==> src/rtl/up_down_direction_decoder_pkg.sv <==
// Shared types for the up/down direction decoder: FSM states, delta classes
// and the default lock threshold.
package up_down_direction_decoder_pkg;

  typedef enum logic [1:0] {
    ST_INIT      = 2'd0,
    ST_SEEK      = 2'd1,
    ST_LOCK_UP   = 2'd2,
    ST_LOCK_DOWN = 2'd3
  } state_t;

  typedef enum logic [1:0] {
    DC_UP      = 2'd0,
    DC_DOWN    = 2'd1,
    DC_HOLD    = 2'd2,
    DC_ILLEGAL = 2'd3
  } delta_class_t;

  localparam int DEFAULT_LOCK_CNT = 3;
  localparam int RUN_W            = 4;
  localparam int ERR_CNT_W        = 8;

  function automatic logic [ERR_CNT_W-1:0] sat_inc(input logic [ERR_CNT_W-1:0] v);
    return (v == {ERR_CNT_W{1'b1}}) ? v : v + {{(ERR_CNT_W-1){1'b0}}, 1'b1};
  endfunction

endpackage

==> src/rtl/up_down_direction_decoder_delta_classifier.sv <==
// Combinational classification of (count_in - prev) mod 2^WIDTH into
// up / down / hold / illegal.
module delta_classifier
  import up_down_direction_decoder_pkg::*;
#(
  parameter int WIDTH = 4
) (
  input  logic [WIDTH-1:0] prev,
  input  logic [WIDTH-1:0] count_in,
  output delta_class_t     delta_class
);

  logic [WIDTH-1:0] delta;
  logic [WIDTH-1:0] one;

  assign delta = count_in - prev;
  assign one   = {{(WIDTH-1){1'b0}}, 1'b1};

  // +1 is checked before all-ones so a 1-bit bus still resolves to a single class
  always_comb begin
    delta_class = DC_ILLEGAL;
    if (delta == '0) begin
      delta_class = DC_HOLD;
    end else if (delta == one) begin
      delta_class = DC_UP;
    end else if (delta == '1) begin
      delta_class = DC_DOWN;
    end
  end

endmodule

==> src/rtl/up_down_direction_decoder.sv <==
// Tracks an observed up/down counter, reports step/hold/error pulses, the
// last direction, and locks after LOCK_CNT consecutive same-direction steps.
module up_down_direction_decoder
  import up_down_direction_decoder_pkg::*;
#(
  parameter int WIDTH    = 4,
  parameter int LOCK_CNT = DEFAULT_LOCK_CNT
) (
  input  logic                 clk,
  input  logic                 rst,
  input  logic [WIDTH-1:0]     count_in,
  input  logic                 sample_en,
  output logic                 dir,
  output logic                 step,
  output logic                 hold,
  output logic                 err,
  output logic                 locked,
  output logic [ERR_CNT_W-1:0] err_count
);

  localparam logic [RUN_W-1:0] LOCK_RUN = RUN_W'(LOCK_CNT);
  localparam logic [RUN_W-1:0] RUN_ONE  = RUN_W'(1);

  state_t                 state_reg, state_next;
  logic [RUN_W-1:0]       run_reg, run_next;
  logic [WIDTH-1:0]       prev_reg, prev_next;
  logic                   dir_reg, dir_next;
  logic                   step_reg, step_next;
  logic                   hold_reg, hold_next;
  logic                   err_reg, err_next;
  logic                   locked_reg, locked_next;
  logic [ERR_CNT_W-1:0]   err_count_reg, err_count_next;

  delta_class_t           delta_class;
  logic                   is_up;
  logic [RUN_W-1:0]       run_seek;

  delta_classifier #(
    .WIDTH(WIDTH)
  ) u_classifier (
    .prev       (prev_reg),
    .count_in   (count_in),
    .delta_class(delta_class)
  );

  assign is_up    = (delta_class == DC_UP);
  // A step in the remembered direction extends the run; otherwise it restarts at 1
  assign run_seek = (is_up == dir_reg) ? run_reg + RUN_ONE : RUN_ONE;

  always_ff @(posedge clk or posedge rst) begin
    if (rst) begin
      state_reg     <= ST_INIT;
      run_reg       <= '0;
      prev_reg      <= '0;
      dir_reg       <= 1'b1;
      step_reg      <= 1'b0;
      hold_reg      <= 1'b0;
      err_reg       <= 1'b0;
      locked_reg    <= 1'b0;
      err_count_reg <= '0;
    end else begin
      state_reg     <= state_next;
      run_reg       <= run_next;
      prev_reg      <= prev_next;
      dir_reg       <= dir_next;
      step_reg      <= step_next;
      hold_reg      <= hold_next;
      err_reg       <= err_next;
      locked_reg    <= locked_next;
      err_count_reg <= err_count_next;
    end
  end

  always_comb begin
    state_next     = state_reg;
    run_next       = run_reg;
    prev_next      = prev_reg;
    dir_next       = dir_reg;
    step_next      = 1'b0;
    hold_next      = 1'b0;
    err_next       = 1'b0;
    err_count_next = err_count_reg;

    if (sample_en) begin
      prev_next = count_in;
      if (state_reg == ST_INIT) begin
        state_next = ST_SEEK;
        run_next   = '0;
      end else begin
        unique case (delta_class)
          DC_HOLD: begin
            hold_next = 1'b1;
          end
          DC_ILLEGAL: begin
            err_next       = 1'b1;
            state_next     = ST_SEEK;
            run_next       = '0;
            err_count_next = sat_inc(err_count_reg);
          end
          default: begin
            step_next = 1'b1;
            dir_next  = is_up;
            if (state_reg == ST_SEEK) begin
              if (run_seek >= LOCK_RUN) begin
                state_next = is_up ? ST_LOCK_UP : ST_LOCK_DOWN;
                run_next   = LOCK_RUN;
              end else begin
                run_next = run_seek;
              end
            end else if (is_up == dir_reg) begin
              run_next = LOCK_RUN;
            end else begin
              // Reversal out of lock: a threshold of 1 re-locks immediately
              run_next = RUN_ONE;
              if (LOCK_RUN == RUN_ONE) begin
                state_next = is_up ? ST_LOCK_UP : ST_LOCK_DOWN;
              end else begin
                state_next = ST_SEEK;
              end
            end
          end
        endcase
      end
    end

    locked_next = (state_next == ST_LOCK_UP) || (state_next == ST_LOCK_DOWN);
  end

  assign dir       = dir_reg;
  assign step      = step_reg;
  assign hold      = hold_reg;
  assign err       = err_reg;
  assign locked    = locked_reg;
  assign err_count = err_count_reg;

endmodule

==> config.mk <==
export PLATFORM = sky130hd
export DESIGN_NAME = up_down_direction_decoder
export DESIGN_NICKNAME = d
export VERILOG_FILES = /design/src/rtl/up_down_direction_decoder_pkg.sv /design/src/rtl/up_down_direction_decoder_delta_classifier.sv /design/src/rtl/up_down_direction_decoder.sv
export SDC_FILE = /design/constraint.sdc
export NUM_CORES = 1
export LEC_CHECK = 0
export CAP_MARGIN = 20
export CORE_MARGIN = 5
export CORE_UTILIZATION = 45
export CTS_CLUSTER_DIAMETER = 50
export DETAILED_ROUTE_END_ITERATION = 7
export GPL_TIMING_DRIVEN = 0
export HOLD_SLACK_MARGIN = 0.03
export PLACE_DENSITY = 0.68
export SETUP_SLACK_MARGIN = 0.4
export SLEW_MARGIN = 20
export SYNTH_ARGS = -nofsm -noshare
export SYNTH_HDL_FRONTEND = slang
export SYNTH_SLANG_ARGS = --single-unit
==> constraint.sdc <==
create_clock -name clk -period 4.2 [get_ports clk]
set_input_delay 0.42 -clock clk [delete_from_list [all_inputs] [get_ports clk]]
set_output_delay 0.42 -clock clk [all_outputs]
set_load 0.005 [all_outputs]
# Word level (Yosys, flattened, before mapping)
# Cells that the tools add are included.
[totals]
mem_bits_ro = 0
ram_bits = 0
out_inout_bits = 13
n_memories = 0
regBits = 23
in_bits = 7
wordCells = 59
latch_bits = 0
[classes]
div_mod_pow = 0
eq_ne = 10
mul = 0
n_mux = 25
reduce_logical = 8
n_lt_le_gt_ge = 1
n_addsub = 3
n_bitwise = 3
n_shift = 0
[op_table]
columns = ["op", "n"]
rows = [
  ["2-to-1 mux 2 bit", 9],
  ["2-to-1 mux 4 bit", 4],
  ["2-to-1 mux 1 bit", 10],
  ["adder 8 x 1 -> 8 bit, second input constant", 1],
  ["equality test 2 bit, second input constant", 4],
  ["equality test 8 bit, second input constant", 1],
  ["case mux 4 bit (2 select lines)", 1],
  ["adder 4 x 1 -> 4 bit, second input constant", 1],
  ["equality test 4 x 1 -> 1 bit, second input constant", 1],
  ["equality test 4 bit, second input constant", 1],
  [">= comparator 4 x 2 -> 1 bit, second input constant", 1],
  ["zero test 2 bit", 2],
  ["zero test 4 bit", 1],
  ["case mux 2 bit (2 select lines)", 1],
  ["AND reduction 4 bit", 1],
  ["subtractor 4 bit", 1],
  ["inverter 1 bit", 3],
  ["AND reduction 3 bit", 1],
  ["equality test 2 x 1 -> 1 bit, second input constant", 1],
  ["!= test 2 bit, second input constant", 1],
  ["AND reduction 2 bit", 1],
  ["OR reduction 2 bit", 1],
  ["equality test 1 bit", 1],
  ["logical OR 1 bit", 1],
]

# Depth between registers and ports, before layout
# Gate-level depths: netlist of the first run.
[logic_depth]
depth_word = 16
ltp_mapped = 10
ltp_nobuf = 9

# Hierarchy
# From an unflattened synthesis of the first run, not the netlist that was laid out.
[hier_totals]
cells_unflattened = 112
hier_area_um2 = 1222.4
[by_module_without_submodules]
columns = ["mod", "area_each_um2", "cells_per_inst", "n_inst", "seq_area_each_um2"]
rows = [
  ["up_down_direction_decoder", 1073.5, 94, 1, 576.8],
  ["delta_classifier", 148.9, 18, 1, 0.0],
]

# Least setup slack after synthesis of the first run
# Ideal clock, no wire load.
[synth_timing]
path_type = "input to register"
start = "input port count_in[0]"
end = "register err_count_reg[6], in the netlist err_count[6]"
slack_ns = 1.794
setup_time_ns = 0.125
required_time_ns = 4.075
t_arrival_ns = 2.281
path_stages = 10
path_buffers = 1
cell_sequence = "inv_1 -> ha_1 -> inv_1 -> fa_1 -> xor2_1 -> nor2_1 -> a21boi_1 -> buf_2 -> nor3_1 -> mux2_2"
[synth_between]
elab_chain_len = 7
elab_cells_between_ends = 9
classes_between = "add/sub: 1; eq/ne: 3; mux: 3; reduce/logical: 2"
[synth_rtl]
columns = ["item", "line_no", "source"]
rows = [
  ["from (decl)", "up_down_direction_decoder.sv:11", "input logic [WIDTH-1:0] count_in,"],
  ["subtractor 4 bit *", "up_down_direction_decoder_delta_classifier.sv:16", "assign delta = count_in - prev;"],
  ["equality test 4 bit", "up_down_direction_decoder_delta_classifier.sv:26", "end else if (delta == '1) begin"],
  ["2-to-1 mux 2 bit", "up_down_direction_decoder_delta_classifier.sv:26", ""],
  ["2-to-1 mux 2 bit", "up_down_direction_decoder_delta_classifier.sv:24", "end else if (delta == one) begin"],
  ["2-to-1 mux 2 bit *", "up_down_direction_decoder_delta_classifier.sv:22", "if (delta == '0) begin"],
  ["equality test 2 bit *", "up_down_direction_decoder.sv:90", "unique case (delta_class)"],
  ["AND reduction 4 bit (no line) *", "-", ""],
  ["to (signal assigned)", "up_down_direction_decoder.sv:70", "err_count_reg <= err_count_next;"],
  ["to (decl)", "up_down_direction_decoder.sv:32", "logic [ERR_CNT_W-1:0] err_count_reg, err_count_next;"],
]
# Every way passes the cells marked *; elsewhere a longest branch is shown, timed or not.
# A chain may end at the register's enable or synchronous reset.

# Worst setup path in the final report of the first run
# Ends and elaborated chain as after synthesis.

==> results of run 1 <==
power breakdown:
part | switching, uW | leakage [uW] | internal (uW)
logic | 125 | 0.000374 | 136
registers | 42.0 | 0.000291 | 263
clock network | 69.6 | 0.0000177 | 35.8
cell usage in the layout, fill, tap and decap left out, types with 4 or more instances in the layout:
cell / n
dfrtp_1: 22
ha_1: 5
o21ai_0: 7
nor2_1: 6
nand3_1: 7
and2_1: 4
nor3_1: 6
a21oi_1: 5
nand2_1: 9
inv_1: 8
xor2_1: 7
clkdlybuf4s50_1: 19
how the worst min path moves through the flow:
stage	to	slack, ns	cells after the start
detailed placement	prev_reg[0]$_DFFE_PP0P_	0.51	1
global route	err_count[5]$_DFFE_PP0P_	0.55	1
CTS	err_count[2]$_DFFE_PP0P_	0.53	1
floorplan	err$_DFF_PP0_	0.42	1
finish	err_count[5]$_DFFE_PP0P_	0.52	1
global placement	err_count[5]$_DFFE_PP0P_	0.49	1
critical path, cell delays in order:
cell and delay, ns:
clkdlybuf4s50_1 0.41, inv_1 0.06, ha_1 0.18, inv_1 0.07, fa_1 0.41, xor2_1 0.29
nor2_1 0.13, a21boi_1 0.17, buf_2 0.20, nor3_1 0.23, mux2_2 0.35
cells by family after synthesis:
kind of cell,Yosys count,share of synthesized area [%]
fa+ha+maj,6,5.962
flops,23,41.64
xor+xnor,9,5.691
mux,5,3.975
buf+inv,11,3.071
simple gates,54,24.30
compound gates,31,15.36
per-stage QoR:
step	setup WS, ns	std cells	hold WS (ns)	area (um^2)
finish	1.498	195	0.5249	1644
global route	1.301	195	0.5486	1644
CTS	1.491	195	0.5335	1644
detailed placement	1.142	191	0.5085	1617
global placement	1.178	191	0.4868	1617
floorplan	1.794	139	0.4212	1385
layer usage:
metal / share of wire (%) / global-route usage (%) / vias up
met5: 0 / 0 / -
met4: 1.6 / 5.959 / 0
met3: 4.6 / 2.564 / 5
met2: 52 / 28.32 / 30
met1: 42 / 17.37 / 550
li1: - / - / 554
cell usage after synthesis (all sizes together) (2+ instances only):
cell type | instances | share of area [%]
nand2 | 9 | 2.4
dfrtp | 22 | 40
a21oi | 6 | 2.4
nand3b | 2 | 1.1
nand3 | 7 | 2.5
and2 | 4 | 1.8
and3 | 2 | 0.90
or3 | 2 | 0.99
clkbuf | 2 | 0.54
and3b | 2 | 1.5
a21o | 2 | 1.2
nor2 | 6 | 1.6
mux2 | 4 | 3.3
xor2 | 7 | 4.4
nor3 | 8 | 4.5
ha | 5 | 4.5
nor4 | 2 | 1.4
o31ai | 3 | 1.6
nand4 | 3 | 1.4
xnor2 | 2 | 1.3
inv | 8 | 2.2
o21ai | 9 | 3.5
a32oi | 2 | 1.3
nor2b | 3 | 1.4
cell type report:
type                    count  area [um^2]
well taps                  33        41.29
fillers                   293         1359
repair buffers             19        190.2
multi-input cells         105        765.7
clock inverters             1        5.005
flip-flops and latches     23        576.8
clock buffers               3        22.52
plain buffers               3        12.51
inverters                   8        30.03
==> results.toml, run 1 <==
[status]
status = "completed"

[sta]
finalMaxSlewViolations = 0
rsz0062_at_grt = "false"
slew_headroom_pct = 42.46
period_share_pct = 64.33
min_period_ns = 2.702
worst_pin_slew_ns = 0.8621
hold_viol = 0
finalClockSkew_ns = 0.001302
finalSetupViolCount = 0
fin_tns_setup_ns = 0
fmax_mhz = 370.1

[floorplan]
die_h_um = 65.48
die_x_um = 65.48
boundaryPins = 20
die-area_um2 = 4288
core-area_um2 = 3003
start_util_pct = 46.12
rows = 20

[worst_setup_path]
critPathRequiredTime_ns = 4.42
r2r_end = "err_count[6]$_DFFE_PP0P_"
end_kind = "flop"
critPathKind = "in2reg"
reg2reg_depth = 9
worst_ep_arrival_time_ns = 2.93
cp_max_fo = 10
cp-endpoint = "err_count[6]$_DFFE_PP0P_"
critPathLaunchType = "input pin"
cp-startpoint = "count_in[0]"
r2r_slack_ns = 1.70
reg2reg_from = "prev_reg[0]$_DFFE_PP0P_"

[cells_and_area]
largest_reg_flops = 8
diodes = 0
area_delta_synth_final_pct = 18.70
layout-drive-gt1-share_pct = 11.11
nets = 176
final_util_pct = 54.75

[placement]
io_buffers = 19
routabilityCongestion = 0.8666
place_hpwl_um = 2272

[detailed_routing]
firstDrtPassIters = 4
drc_errors = 0
route.vias.total = 1139
drt-total-wl_um = 2916
ant_nets = 0
avgRoutedWirePerCell_um = 14.95
viasPerCell = 5.841
drt_iter0_drc = 54

[logic_synthesis]
syn_avg_cell_area_um2 = 9.965
netlist_instances = 139
yosys_warnings = 0
syn_area_um2 = 1385
async_flop_share_pct = 100.0
ys_seq_area_share_pct = 41.64
synth_flop_cell = "dfrtp_1"
synth.distinct_cells = 50
ys_ff_latch = 23
synth_edf_count = 0
syn-num-nets = 152

[pwr]
leakagePower_uw = 0.0006819
ir_worst_vdd_uv = 172.8
power_uw = 671.5
power.density_nw_per_um2 = 408.4

[clocking]
cts_setup_buffers = 0
hold_buffers = 0
cts_tree = "done"
cts_resized = 0
clk_latency_ns = 0.32
h-tree-depth = 1
cts_sinks = 23
clk_path_buf_depth = 2
clk_pin_slew_ns = 0.13
clockRootBuffer = "clkbuf_4"
cts_buffers = 3

[global_routing]
grt_pass1_vias = 1159
grt_pass1_wl_um = 5175
antenna_found_initial = 0
grt_use_total_pct = 15.32
grt_max_degree = 24
grt_overflow = 0

[hold_path]
hp-class = "reg2reg"
min-delay-start = "err_count[5]$_DFFE_PP0P_"

[run]
max-cap-violations = 0
(Power assumes the default switching activity.)
==> run 2, diff against run 1 <==
Clock period 4.2 ns to 2.7 ns, I/O delays scaled along.
==> run 2 against run 1 <==
  * Clock skew up 0.0018 ns
  * Sequential share of layout area down 3.3 points
  * Routed wire length up 9.9%
  * Clock power up 57%
  * Count of clock-buffer cells in the layout unchanged
  * First-iteration DRC count up 50%
  * Combinational power up 92%
==> results.toml, run 2 (synthesis gave the netlist of run 1 again) <==
[global_routing]
grt_pass1_wl_um = 5375
grt_use_total_pct = 15.86
grt_max_degree = 24
antenna_found_initial = 0
grt_overflow = 0
grt_pass1_vias = 1169

[hold_path]
hp-class = "in2reg"
hold_end = "prev_reg[0]$_DFFE_PP0P_"
worst_hold_path.num_cells = 2
min-delay-start = "count_in[0]"

[worst_setup_path]
r2r_end = "locked$_DFF_PP0_"
reg2reg_from = "prev_reg[0]$_DFFE_PP0P_"
r2r_slack_ns = 0.40
critPathLaunchType = "flop"
worst_ep_arrival_time_ns = 2.55
reg2reg_depth = 8
cp_max_fo = 4
critPathKind = "reg2reg"
critPathRequiredTime_ns = 2.95
end_kind = "flop"

[pwr]
p_sw_uw = 406.8
combPwrFrac_pct = 43.9
ir_worst_vdd_uv = 295.0
switching_share_pct = 35.65
power_uw = 1141
pwr-share-clk_pct = 14.5
leakagePower_uw = 0.0007490
sequentialPowerShare_pct = 41.7
internal_power_uw = 734.2
power.density_nw_per_um2 = 629.0

[cells_and_area]
layout-drive-gt1-share_pct = 23.08
n_fill_cell = 272
multi_input_area_um2 = 874.6
seqCellArea_um2 = 576.8
diodes = 0
layout_common_cells = "dfrtp_1, clkdlybuf4s50_1, nand2_1, inv_1, nand3_1"
area_delta_synth_final_pct = 30.98
mostFrequentLayoutCell = "dfrtp_1"
nets = 183
largest_reg_flops = 8

[floorplan]
die_x_um = 65.48
start_util_pct = 46.12
die_h_um = 65.48
rows = 20
boundaryPins = 20
core-area_um2 = 3003
die-area_um2 = 4288

[sta]
finalSetupViolCount = 0
fmax_mhz = 434.7
rsz0062_at_grt = "true"
slew_headroom_pct = 42.02
hold_viol = 0
worst_pin_slew_ns = 0.8687
finalClockSkew_ns = 0.003057
timing.final.ws_setup_ns = 0.3993
finalMaxSlewViolations = 0
min_period_ns = 2.301
period_share_pct = 85.21

[clocking]
clockRootBuffer = "clkbuf_4"
cts_sinks = 23
cts_tree = "done"
clk_pin_slew_ns = 0.13
clk_path_buf_depth = 2
clk_latency_ns = 0.32
cts_buffers = 3
h-tree-depth = 1

[detailed_routing]
avgRoutedWirePerCell_um = 15.86
drc_errors = 0
route.vias.total = 1181
drt-total-wl_um = 3204
viasPerCell = 5.847
firstDrtPassIters = 5
drt_iter0_drc = 81
ant_nets = 0

[placement]
routabilityCongestion = 0.8666
pre_cts_ws_ns = -0.2080
place_hpwl_um = 2272
io_buffers = 19

[status]
status = "completed"

[run]
max-cap-violations = 0
-- run 2: changes by cell type in the layout (fill, tap and decap cells not counted), sizes merged --
| cell | delta |
|---|---|
| buf | +6 |
| dlygate4sd2 | +1 |
| clkdlybuf4s50 | -1 |
| clkdlybuf4s15 | +1 |
-- run 2: how the worst max path moves through the flow --
| stage | from | to | slack (ns) | cells past startpoint |
|---|---|---|---|---|
| floorplan | prev_reg[0]$_DFFE_PP0P_ | err_count[6]$_DFFE_PP0P_ | 0.43 | 9 |
| global placement | count_in[0] | err_count[6]$_DFFE_PP0P_ | -0.17 | 11 |
| detailed placement | count_in[0] | err_count[6]$_DFFE_PP0P_ | -0.21 | 11 |
| CTS | prev_reg[0]$_DFFE_PP0P_ | locked$_DFF_PP0_ | 0.38 | 8 |
| global route | prev_reg[0]$_DFFE_PP0P_ | locked$_DFF_PP0_ | 0.34 | 8 |
| finish | prev_reg[0]$_DFFE_PP0P_ | locked$_DFF_PP0_ | 0.40 | 8 |
-- run 2: critical path, cell delays in order (launching register included) --
cell     delay [ns]
dfrtp_1        0.41
ha_4           0.16
inv_2          0.04
fa_2           0.39
xor2_4         0.26
nand2_2        0.08
or4_4          0.42
a211o_1        0.29
a32oi_1        0.17
-- run 2: metrics by stage --
| stage | hold WS, ns | instance area (um^2) | cells | TNS (ns) | utilization [%] |
|---|---|---|---|---|---|
| final | 0.3199 | 1814 | 202 | 0 | 60.42 |
| after global routing | 0.3102 | 1814 | 202 | 0 | 60.42 |
| after CTS | 0.3306 | 1718 | 199 | 0 | 57.21 |
| after detailed placement | 0.5085 | 1617 | 191 | -1.179 | 53.83 |
| after global placement | 0.4868 | 1617 | 191 | -0.5473 | 53.83 |
| after floorplan | 0.2712 | 1385 | 139 | 0 | - |
-- run 2: final cells by class --
class | count | share of cell area, %
buffer | 3 | 1.034
clock buffer | 3 | 1.241
clock inverter | 1 | 0.2759
inverter | 8 | 1.655
multi-input combinational | 105 | 48.21
sequential | 23 | 31.79
tap | 33 | 2.276
timing repair buffer | 26 | 13.52
-- run 2: power by group through the flow --
stage / clock, uW / combinational (uW) / sequential [uW]
floorplan: 0 / 235 / 476
global placement: 0 / 394 / 476
detailed placement: 0 / 411 / 483
CTS: 165 / 445 / 476
global route: 185 / 545 / 488
finish: 165 / 500 / 476
-- run 2: repair_timing --
item | CTS | global route
pin swaps | 7 | 9
setup endpoints to repair | 13 | 14
cloned | 0 | 1
hold buffers | 0 | 0
setup buffers | 4 | 2
resized for setup | 12 | 14
-- run 2: metal layers --
metal	GRT usage, %	routed length (um)	vias to the layer above
met5	0	0	-
met4	5.699	45	0
met1	18.02	1315	574
met3	2.222	126	5
li1	-	-	566
met2	29.84	1717	36
